===== src/rtl/puf_pkg.sv =====
// Shared types and defaults for the arbiter-PUF evaluation controller.
package puf_pkg;

  typedef enum logic [2:0] {
    ST_IDLE,
    ST_LOAD,
    ST_LAUNCH,
    ST_SETTLE,
    ST_SAMPLE,
    ST_RECOVER,
    ST_DONE
  } puf_eval_state_t;

  localparam int DEF_N      = 64;
  localparam int DEF_SETTLE = 16;
  localparam int DEF_REPS   = 7;
  localparam int ONES_W     = 5;

endpackage


===== src/rtl/sync_2ff.sv =====
// Two-flop synchronizer for the asynchronous arbiter output.
module sync_2ff (
  input  logic clk,
  input  logic rst_n,
  input  logic d,
  output logic q
);

  logic meta;

  always_ff @(posedge clk or negedge rst_n) begin
    if (!rst_n) begin
      meta <= 1'b0;
      q    <= 1'b0;
    end else begin
      meta <= d;
      q    <= meta;
    end
  end

endmodule


===== src/rtl/puf_eval_ctrl.sv =====
// Arbiter-PUF evaluation controller: repeated launch/sample
// of one challenge with a majority vote over REPS samples.
import puf_pkg::*;

module puf_eval_ctrl #(
  parameter int N      = DEF_N,
  parameter int SETTLE = DEF_SETTLE,
  parameter int REPS   = DEF_REPS
) (
  input  logic              clk,
  input  logic              rst_n,
  input  logic              start,
  input  logic [N-1:0]      challenge_in,
  output logic              busy,
  output logic              done,
  output logic              response_out,
  output logic [ONES_W-1:0] ones_count,
  output logic              puf_launch,
  output logic [N-1:0]      puf_challenge,
  input  logic              puf_response
);

  localparam logic [7:0] WAIT_LAST = 8'(SETTLE - 1);
  localparam logic [4:0] REP_LAST  = 5'(REPS - 1);
  localparam logic [ONES_W-1:0] ONES_MAX = ONES_W'(REPS);
  localparam logic [ONES_W-1:0] HALF     = ONES_W'(REPS / 2);

  puf_eval_state_t   state;
  logic [7:0]        wait_cnt;
  logic [4:0]        rep;
  logic [ONES_W-1:0] ones;
  logic              resp_sync;

  sync_2ff u_sync (
    .clk   (clk),
    .rst_n (rst_n),
    .d     (puf_response),
    .q     (resp_sync)
  );

  always_ff @(posedge clk or negedge rst_n) begin
    if (!rst_n) begin
      state         <= ST_IDLE;
      wait_cnt      <= '0;
      rep           <= '0;
      ones          <= '0;
      busy          <= 1'b0;
      done          <= 1'b0;
      response_out  <= 1'b0;
      ones_count    <= '0;
      puf_launch    <= 1'b0;
      puf_challenge <= '0;
    end else begin
      done <= 1'b0;
      unique case (state)
        ST_IDLE: begin
          if (start) begin
            puf_challenge <= challenge_in;
            ones  <= '0;
            rep   <= '0;
            busy  <= 1'b1;
            state <= ST_LOAD;
          end
        end
        ST_LOAD: begin
          puf_launch <= 1'b1;
          state      <= ST_LAUNCH;
        end
        ST_LAUNCH: begin
          wait_cnt <= '0;
          state    <= ST_SETTLE;
        end
        ST_SETTLE: begin
          if (wait_cnt == WAIT_LAST) begin
            state <= ST_SAMPLE;
          end else begin
            wait_cnt <= wait_cnt + 8'd1;
          end
        end
        ST_SAMPLE: begin
          if (resp_sync && ones != ONES_MAX) begin
            ones <= ones + 1'b1;
          end
          puf_launch <= 1'b0;
          wait_cnt   <= '0;
          state      <= ST_RECOVER;
        end
        ST_RECOVER: begin
          if (wait_cnt != WAIT_LAST) begin
            wait_cnt <= wait_cnt + 8'd1;
          end else if (rep < REP_LAST) begin
            rep        <= rep + 5'd1;
            puf_launch <= 1'b1;
            state      <= ST_LAUNCH;
          end else begin
            state <= ST_DONE;
          end
        end
        ST_DONE: begin
          // outputs land one edge later, in the IDLE cycle
          done         <= 1'b1;
          response_out <= (ones > HALF);
          ones_count   <= ones;
          busy         <= 1'b0;
          state        <= ST_IDLE;
        end
        default: begin
          state <= ST_IDLE;
          busy  <= 1'b0;
        end
      endcase
    end
  end

endmodule


===== config.mk =====
export PLATFORM = sky130hd
export DESIGN_NAME = puf_eval_ctrl
export DESIGN_NICKNAME = d
export VERILOG_FILES = /design/src/rtl/puf_pkg.sv /design/src/rtl/sync_2ff.sv /design/src/rtl/puf_eval_ctrl.sv
export SDC_FILE = /design/constraint.sdc
export NUM_CORES = 1
export LEC_CHECK = 0
export ABC_CLOCK_PERIOD_IN_PS = 3900
export CORE_MARGIN = 5
export CORE_UTILIZATION = 48
export DETAILED_ROUTE_END_ITERATION = 10
export PLACE_DENSITY = 0.82
export SLEW_MARGIN = 10
export SYNTH_ARGS = -nofsm -noshare
export SYNTH_HDL_FRONTEND = slang
export SYNTH_SLANG_ARGS = --single-unit

===== constraint.sdc =====
create_clock -name clk -period 3.9 [get_ports clk]
set_input_delay 0.78 -clock clk [delete_from_list [all_inputs] [get_ports clk]]
set_output_delay 0.78 -clock clk [all_outputs]
set_load 0.1 [all_outputs]

==> metrics.md, run 1 <==
| Metric | Value |
|---|---|
| Run status | finished clean |
| Crit path from | puf_challenge[31] |
| Final GP Congestion | 0.7885 |
| H-tree Lvls | 3 |
| I/O pin count | 141 |
| Ys async rst share | 100.0% |
| Final core utilization | 69.79% |
| Cell at the slowest stage of the critical path | clkdlybuf4s50_1 |
| IO buf count | 140 |
| Slew @ Worst Pin | 1.020 ns |
| Post_cts resized | 0 |
| Reg2reg end | wait_cnt[5] |
| Startpoint types | register |
| Worst Reg-to-Reg Cells | 4 |
| Clock Tree Buf Depth | 2 |
| Design area | 5705 um^2 |
| Total GRT Usage | 20.11% |
| Number of core rows | 33 |
| Post-route insts no fill | 681 |
| Gr ovfl total | 0 |
| Mapped cell area | 4014 um^2 |
| DIE AREA | 10290 um^2 |
| Number of diodes | 0 |
| Crit Path Category | reg -> out |
| # setup viols final | 0 |
| Share of layout cells above drive strength 1 | 6.424% |
| CTS sink count | 96 |
| Largest net degree at the start of global routing | 38 |
| Post-CTS Setup Bufs | 0 |
| Starting Density | 49.10% |
| Max transition margin | 31.80% |
| Post-synth top flop | dfrtp_1 |
| CTS Hold Bufs | 0 |
| Filler Cell Count | 632 |
| Critical R2R Launch | state[1] |
| Worst EP required | 3.12 ns |
| Via count | 3465 |
| Initial DRC Count | 111 |
| Synth Net Count | 506 |
| Cell variety after synth | 46 |
| Inserted Clock Buffers | 9 |
| Vias in the first global route | 3562 |
| CP bufs+invs | 1 |
| Syn-to-layout area delta | 42.14% |
| CTS root buf | clkbuf_8 |
| Initial antenna violation count | 0 |
| First-pass GRT wire length | 16.57 mm |
| Setup TNS | 0 ns |
| DRC | 0 |
| Register area share after synthesis | 59.85% |
| Final slew viol count | 0 |
| Slowest stage delay, CP | 1.16 ns |
| CTS tree | built |
| Final WL | 10.03 mm |
| Core area | 8175 um^2 |
| Worst-skew pair later-pin latency | 0.35 ns |
| Total of flip-flops plus latches after synthesis | 96 |
| Worst-path maximum fanout | 2 |
| Final nets | 644 |
| Drt first pass iters | 4 |
| Levels on crit path | 1 |
| Clock-pin transition on the worst setup and hold timing paths | 0.09 ns |
| Die H | 101.4 um |
| DR WL/cell | 14.73 um |
| Via/cell ratio | 5.088 |
| Post-Place Cells | 665 |
| Max_cap viols | 0 |
| Mapped Cells | 433 |
| Die Wd | 101.4 um |
| Final min period | 2.666 ns |
| Delay-heaviest family, CP | buffers and inverters |
| RSZ-0062 raised after global routing | false |
| Routed Antenna Nets | 0 |
| Max Clock Skew | 0.009590 ns |
| Hold Crit Class | in -> async |
| Final period utilization | 68.36% |
| Fin. Hold Viols | 0 |
| FMAX | 375.1 MHz |
| Hpwl dp | 7.222 mm |
| Sequence of cells on the critical path | clkdlybuf4s50_1 |
| Post-synth EDFFs | 0 |
| Arrival time at the worst endpoint | 1.89 ns |
| CP Capture Point | puf_challenge[31] |
| R2r setup slk | 1.76 ns |
| Synthesis Warnings | 0 |
| Placed Area | 5518 um^2 |
| Crit end category | primary output |
| Syn Area/Cell | 9.270 um^2 |
synthesized netlist by cell type (2+ instances only):
master	n	area, um^2
o211ai_1	3	22.52
o21ai_0	8	40.04
and4_1	2	17.52
inv_1	10	37.54
a21oi_1	12	60.06
or4_1	5	37.54
nand2_1	206	773.2
or4_2	2	17.52
a32o_1	2	20.02
ha_1	5	62.56
nor3_1	5	25.02
buf_2	3	15.01
nor2b_1	3	18.77
dfrtp_1	96	2402
nand3_1	9	45.04
and2_2	2	15.01
clkbuf_1	15	56.30
mux2_2	6	67.56
nor3b_1	2	15.01
a31oi_1	3	18.77
nor2_1	8	30.03
a211o_1	2	17.52
cells in the final DEF, fill, tap and decap left out, types with 3 or more instances in the layout:
cell type,count
ha_1,5
a31oi_1,3
nor2b_1,3
dfrtp_1,96
buf_4,7
nand3_1,9
or4_1,5
nor3_1,5
clkdlybuf4s50_1,139
inv_1,10
o21ai_0,8
nor2_1,8
a21oi_1,12
o211ai_1,3
nand2_1,205
and2_2,3
mux2_2,6
clkbuf_8,9
metal layers:
layer	global-route usage [%]	wire (um)
met1	25.05	4006
met2	31.49	4825
met3	8.953	1027
met4	6.646	172
met5	0	0
worst min-delay path by stage:
stage / start / end / depth (start not counted)
finish: rst_n / wait_cnt[6] / 1
detailed placement: u_sync.meta / u_sync.q / 0
CTS: rst_n / wait_cnt[6] / 1
floorplan: u_sync.meta / u_sync.q / 0
global placement: u_sync.meta / u_sync.q / 0
global route: rst_n / wait_cnt[6] / 1
cell families after synthesis:
logic type      Yosys count  share of synthesized area [%]
xor+xnor                  2                         0.4365
flops                    96                          59.85
compound gates           43                          7.108
fa+ha+maj                 5                          1.559
buf+inv                  29                          2.805
mux                       6                          1.683
simple gates            252                          26.56
layout make-up:
type	instances	area [um^2]	share of cell area (%)
inverters	10	37.54	0.6579
clock inverters	5	56.30	0.9868
flip-flops and latches	96	2402	42.11
well taps	105	131.4	2.303
clock buffers	11	131.4	2.303
repair buffers	146	1444	25.31
multi-input cells	308	1503	26.34
sequential cells by signal, indices dropped and copies added, names as in the netlist, 3 cells and up:
name           cells
ones_count         5
rep                5
ones               5
state              3
wait_cnt           8
puf_challenge     64
metrics by stage:
| stage | hold WS [ns] | setup WS [ns] |
|---|---|---|
| 2_1_floorplan | 0.3312 | 1.988 |
| 3_3_place_gp | 0.3331 | 1.323 |
| 3_5_place_dp | 0.3372 | 1.294 |
| 4_1_cts | 0.3407 | 1.215 |
| 5_1_grt | 0.3542 | 1.161 |
| 6_report | 0.3307 | 1.234 |
Power of run 1 is not shown: default switching activity piles up to over one toggle a cycle in this logic, so the estimate is an artifact.
==> inputs of run 2 (changes only) <==
--- a/config.mk
+++ b/config.mk
@@ -5,11 +5,11 @@
 export SDC_FILE = /design/constraint.sdc
 export NUM_CORES = 1
 export LEC_CHECK = 0
-export ABC_CLOCK_PERIOD_IN_PS = 3900
+export ABC_CLOCK_PERIOD_IN_PS = 2600
 export CORE_MARGIN = 5
-export CORE_UTILIZATION = 48
+export CORE_UTILIZATION = 45
 export DETAILED_ROUTE_END_ITERATION = 10
-export PLACE_DENSITY = 0.82
+export PLACE_DENSITY = 0.77
 export SLEW_MARGIN = 10
 export SYNTH_ARGS = -nofsm -noshare
 export SYNTH_HDL_FRONTEND = slang
==> constraint.sdc (replaced) <==
create_clock -name clk -period 2.6 [get_ports clk]
set_input_delay 0.52 -clock clk [delete_from_list [all_inputs] [get_ports clk]]
set_output_delay 0.52 -clock clk [all_outputs]
set_load 0.1 [all_outputs]
==> run 2 against run 1 <==
  * Critical path depth grew 4
  * Clock-buffer cell count stayed put
  * Global-route usage shrank 0.84 points
  * Flip-flop and latch count unchanged
  * Critical path type is now reg -> reg
==> metrics.md, run 2 (synthesized netlist as in run 1, its figures left out) <==
| Metric | Value |
|---|---|
| Reg2reg end | ones[3] |
| Die H | 104.4 um |
| Delay-heaviest family, CP | compound AO/OA/AOI/OAI gates |
| Initial DRC Count | 121 |
| Run status | finished clean |
| Design area | 5549 um^2 |
| Crit Path Category | reg -> reg |
| Post-Place Cells | 667 |
| # setup viols final | 0 |
| Sequence of cells on the critical path | ha_1 > nand2_1 > o311ai_1 > o21ai_0 > a21oi_1 |
| Met2 Routed Length | 4.776 mm |
| Post_cts resized | 0 |
| Crit end category | register |
| Slowest stage delay, CP | 0.88 ns |
| Critical R2R Launch | ones[1] |
| CTS sink count | 96 |
| DR WL/cell | 14.86 um |
| Worst-path maximum fanout | 10 |
| Max reg flops | 64 |
| Arrival time at the worst endpoint | 2.49 ns |
| Inserted Clock Buffers | 9 |
| Drt first pass iters | 4 |
| Placed Area | 5344 um^2 |
| Most frequent cells in the layout | 205 x nand2_1, 96 x dfrtp_1, 78 x buf_4, 66 x clkdlybuf4s50_1, 12 x a21oi_1 |
| Via count | 3448 |
| R2r setup slk | 0.39 ns |
| Final slew viol count | 0 |
| RSZ-0062 raised after global routing | false |
| Setup TNS | 0 ns |
| Dpl ws | 0.4354 ns |
| CTS root buf | clkbuf_8 |
| Max Clock Skew | 0.01032 ns |
| Gr ovfl total | 0 |
| DIE AREA | 10910 um^2 |
| IO buf count | 140 |
| Regs by FF count | puf_challenge: 64 flops, wait_cnt: 8 flops |
| Syn-to-layout area delta | 38.25% |
| Routed Antenna Nets | 0 |
| Worst EP required | 2.89 ns |
| Final min period | 2.205 ns |
| Number of diodes | 0 |
| Total GRT Usage | 19.28% |
| CTS Hold Bufs | 0 |
| Most common cell after layout, fill and taps aside | nand2_1 |
| Post-CTS Setup Bufs | 0 |
| Core area | 8721 um^2 |
| First-pass GRT wire length | 17.47 mm |
| Max_cap viols | 0 |
| Cell at the slowest stage of the critical path | o311ai_1 |
| DRC | 0 |
| Startpoint types | register |
| Clock Tree Buf Depth | 2 |
| Final GP Congestion | 0.8181 |
| Setup ws final | 0.3949 ns |
| Worst Reg-to-Reg Cells | 5 |
| Max layer used | met4 |
| Fin. Hold Viols | 0 |
| FMAX | 453.5 MHz |
| Max transition margin | 27.60% |
| Post-route insts no fill | 683 |
| Hold Crit Class | in -> async |
| Number of core rows | 34 |
| Clock-pin transition on the worst setup and hold timing paths | 0.10 ns |
| Final period utilization | 84.81% |
| I/O pin count | 141 |
| Share of layout cells above drive strength 1 | 19.13% |
| Hpwl dp | 7.285 mm |
| CTS tree | built |
| CP bufs+invs | 0 |
| Vias in the first global route | 3596 |
| Final nets | 643 |
| Final WL | 10.15 mm |
| Slew @ Worst Pin | 1.069 ns |
| Via/cell ratio | 5.048 |
| Met3 WL | 994 um |
| Die Wd | 104.4 um |
| H-tree Lvls | 3 |
| Starting Density | 46.03% |
| Biggest register | puf_challenge |
| Worst-skew pair later-pin latency | 0.36 ns |
| Met1 wire length | 4.196 mm |
| Largest net degree at the start of global routing | 51 |
| Initial antenna violation count | 0 |
-- run 2: changes by cell type in the layout (fill, tap and decap cells not counted), sizes merged --
cell and delta:
inv +1, clkdlybuf4s50 -73, buf +72, clkinv -1
-- run 2: final cells by class --
class	instances	area [um^2]
clock buffers	11	141.4
clock inverters	5	63.81
fillers	732	3172
inverters	10	37.54
multi-input cells	308	1503
flip-flops and latches	96	2402
well taps	108	135.1
repair buffers	145	1266
-- run 2: metrics by stage --
step                      hold slack [ns]  util, %
after detailed placement           0.3504    61.28
after floorplan                    0.2244        -
after CTS                          0.1784    63.63
after global placement             0.3361    61.28
final                              0.1606    63.63
after global routing               0.2010    63.63
-- run 2: layer usage --
metal | vias up | track usage (%)
li1 | 1685 | -
met1 | 1627 | 24.26
met2 | 119 | 30.09
met3 | 17 | 8.070
met4 | 0 | 6.198
met5 | - | 0
-- run 2: worst max-delay path by stage --
| stage | startpoint | endpoint | slack (ns) | cells past startpoint |
|---|---|---|---|---|
| final | ones[1] | ones[3] | 0.39 | 5 |
| after floorplan | wait_cnt[5] | rep[2] | 0.69 | 5 |
| after detailed placement | start | puf_challenge[7] | 0.44 | 6 |
| after CTS | ones[0] | ones[3] | 0.49 | 5 |
| after global placement | start | puf_challenge[23] | 0.48 | 6 |
| after global routing | ones[0] | ones[3] | 0.22 | 5 |
-- run 2: worst reg2reg max path: cells and delay by family, from the launching register on --
family | cells | cell delay, ns
DFF | 1 | 0.45
and+or+nand+nor | 1 | 0.08
AOI/OAI and AO/OA | 3 | 1.38
adders and majority gates | 1 | 0.22
Power of run 2 is left out for the same reason.
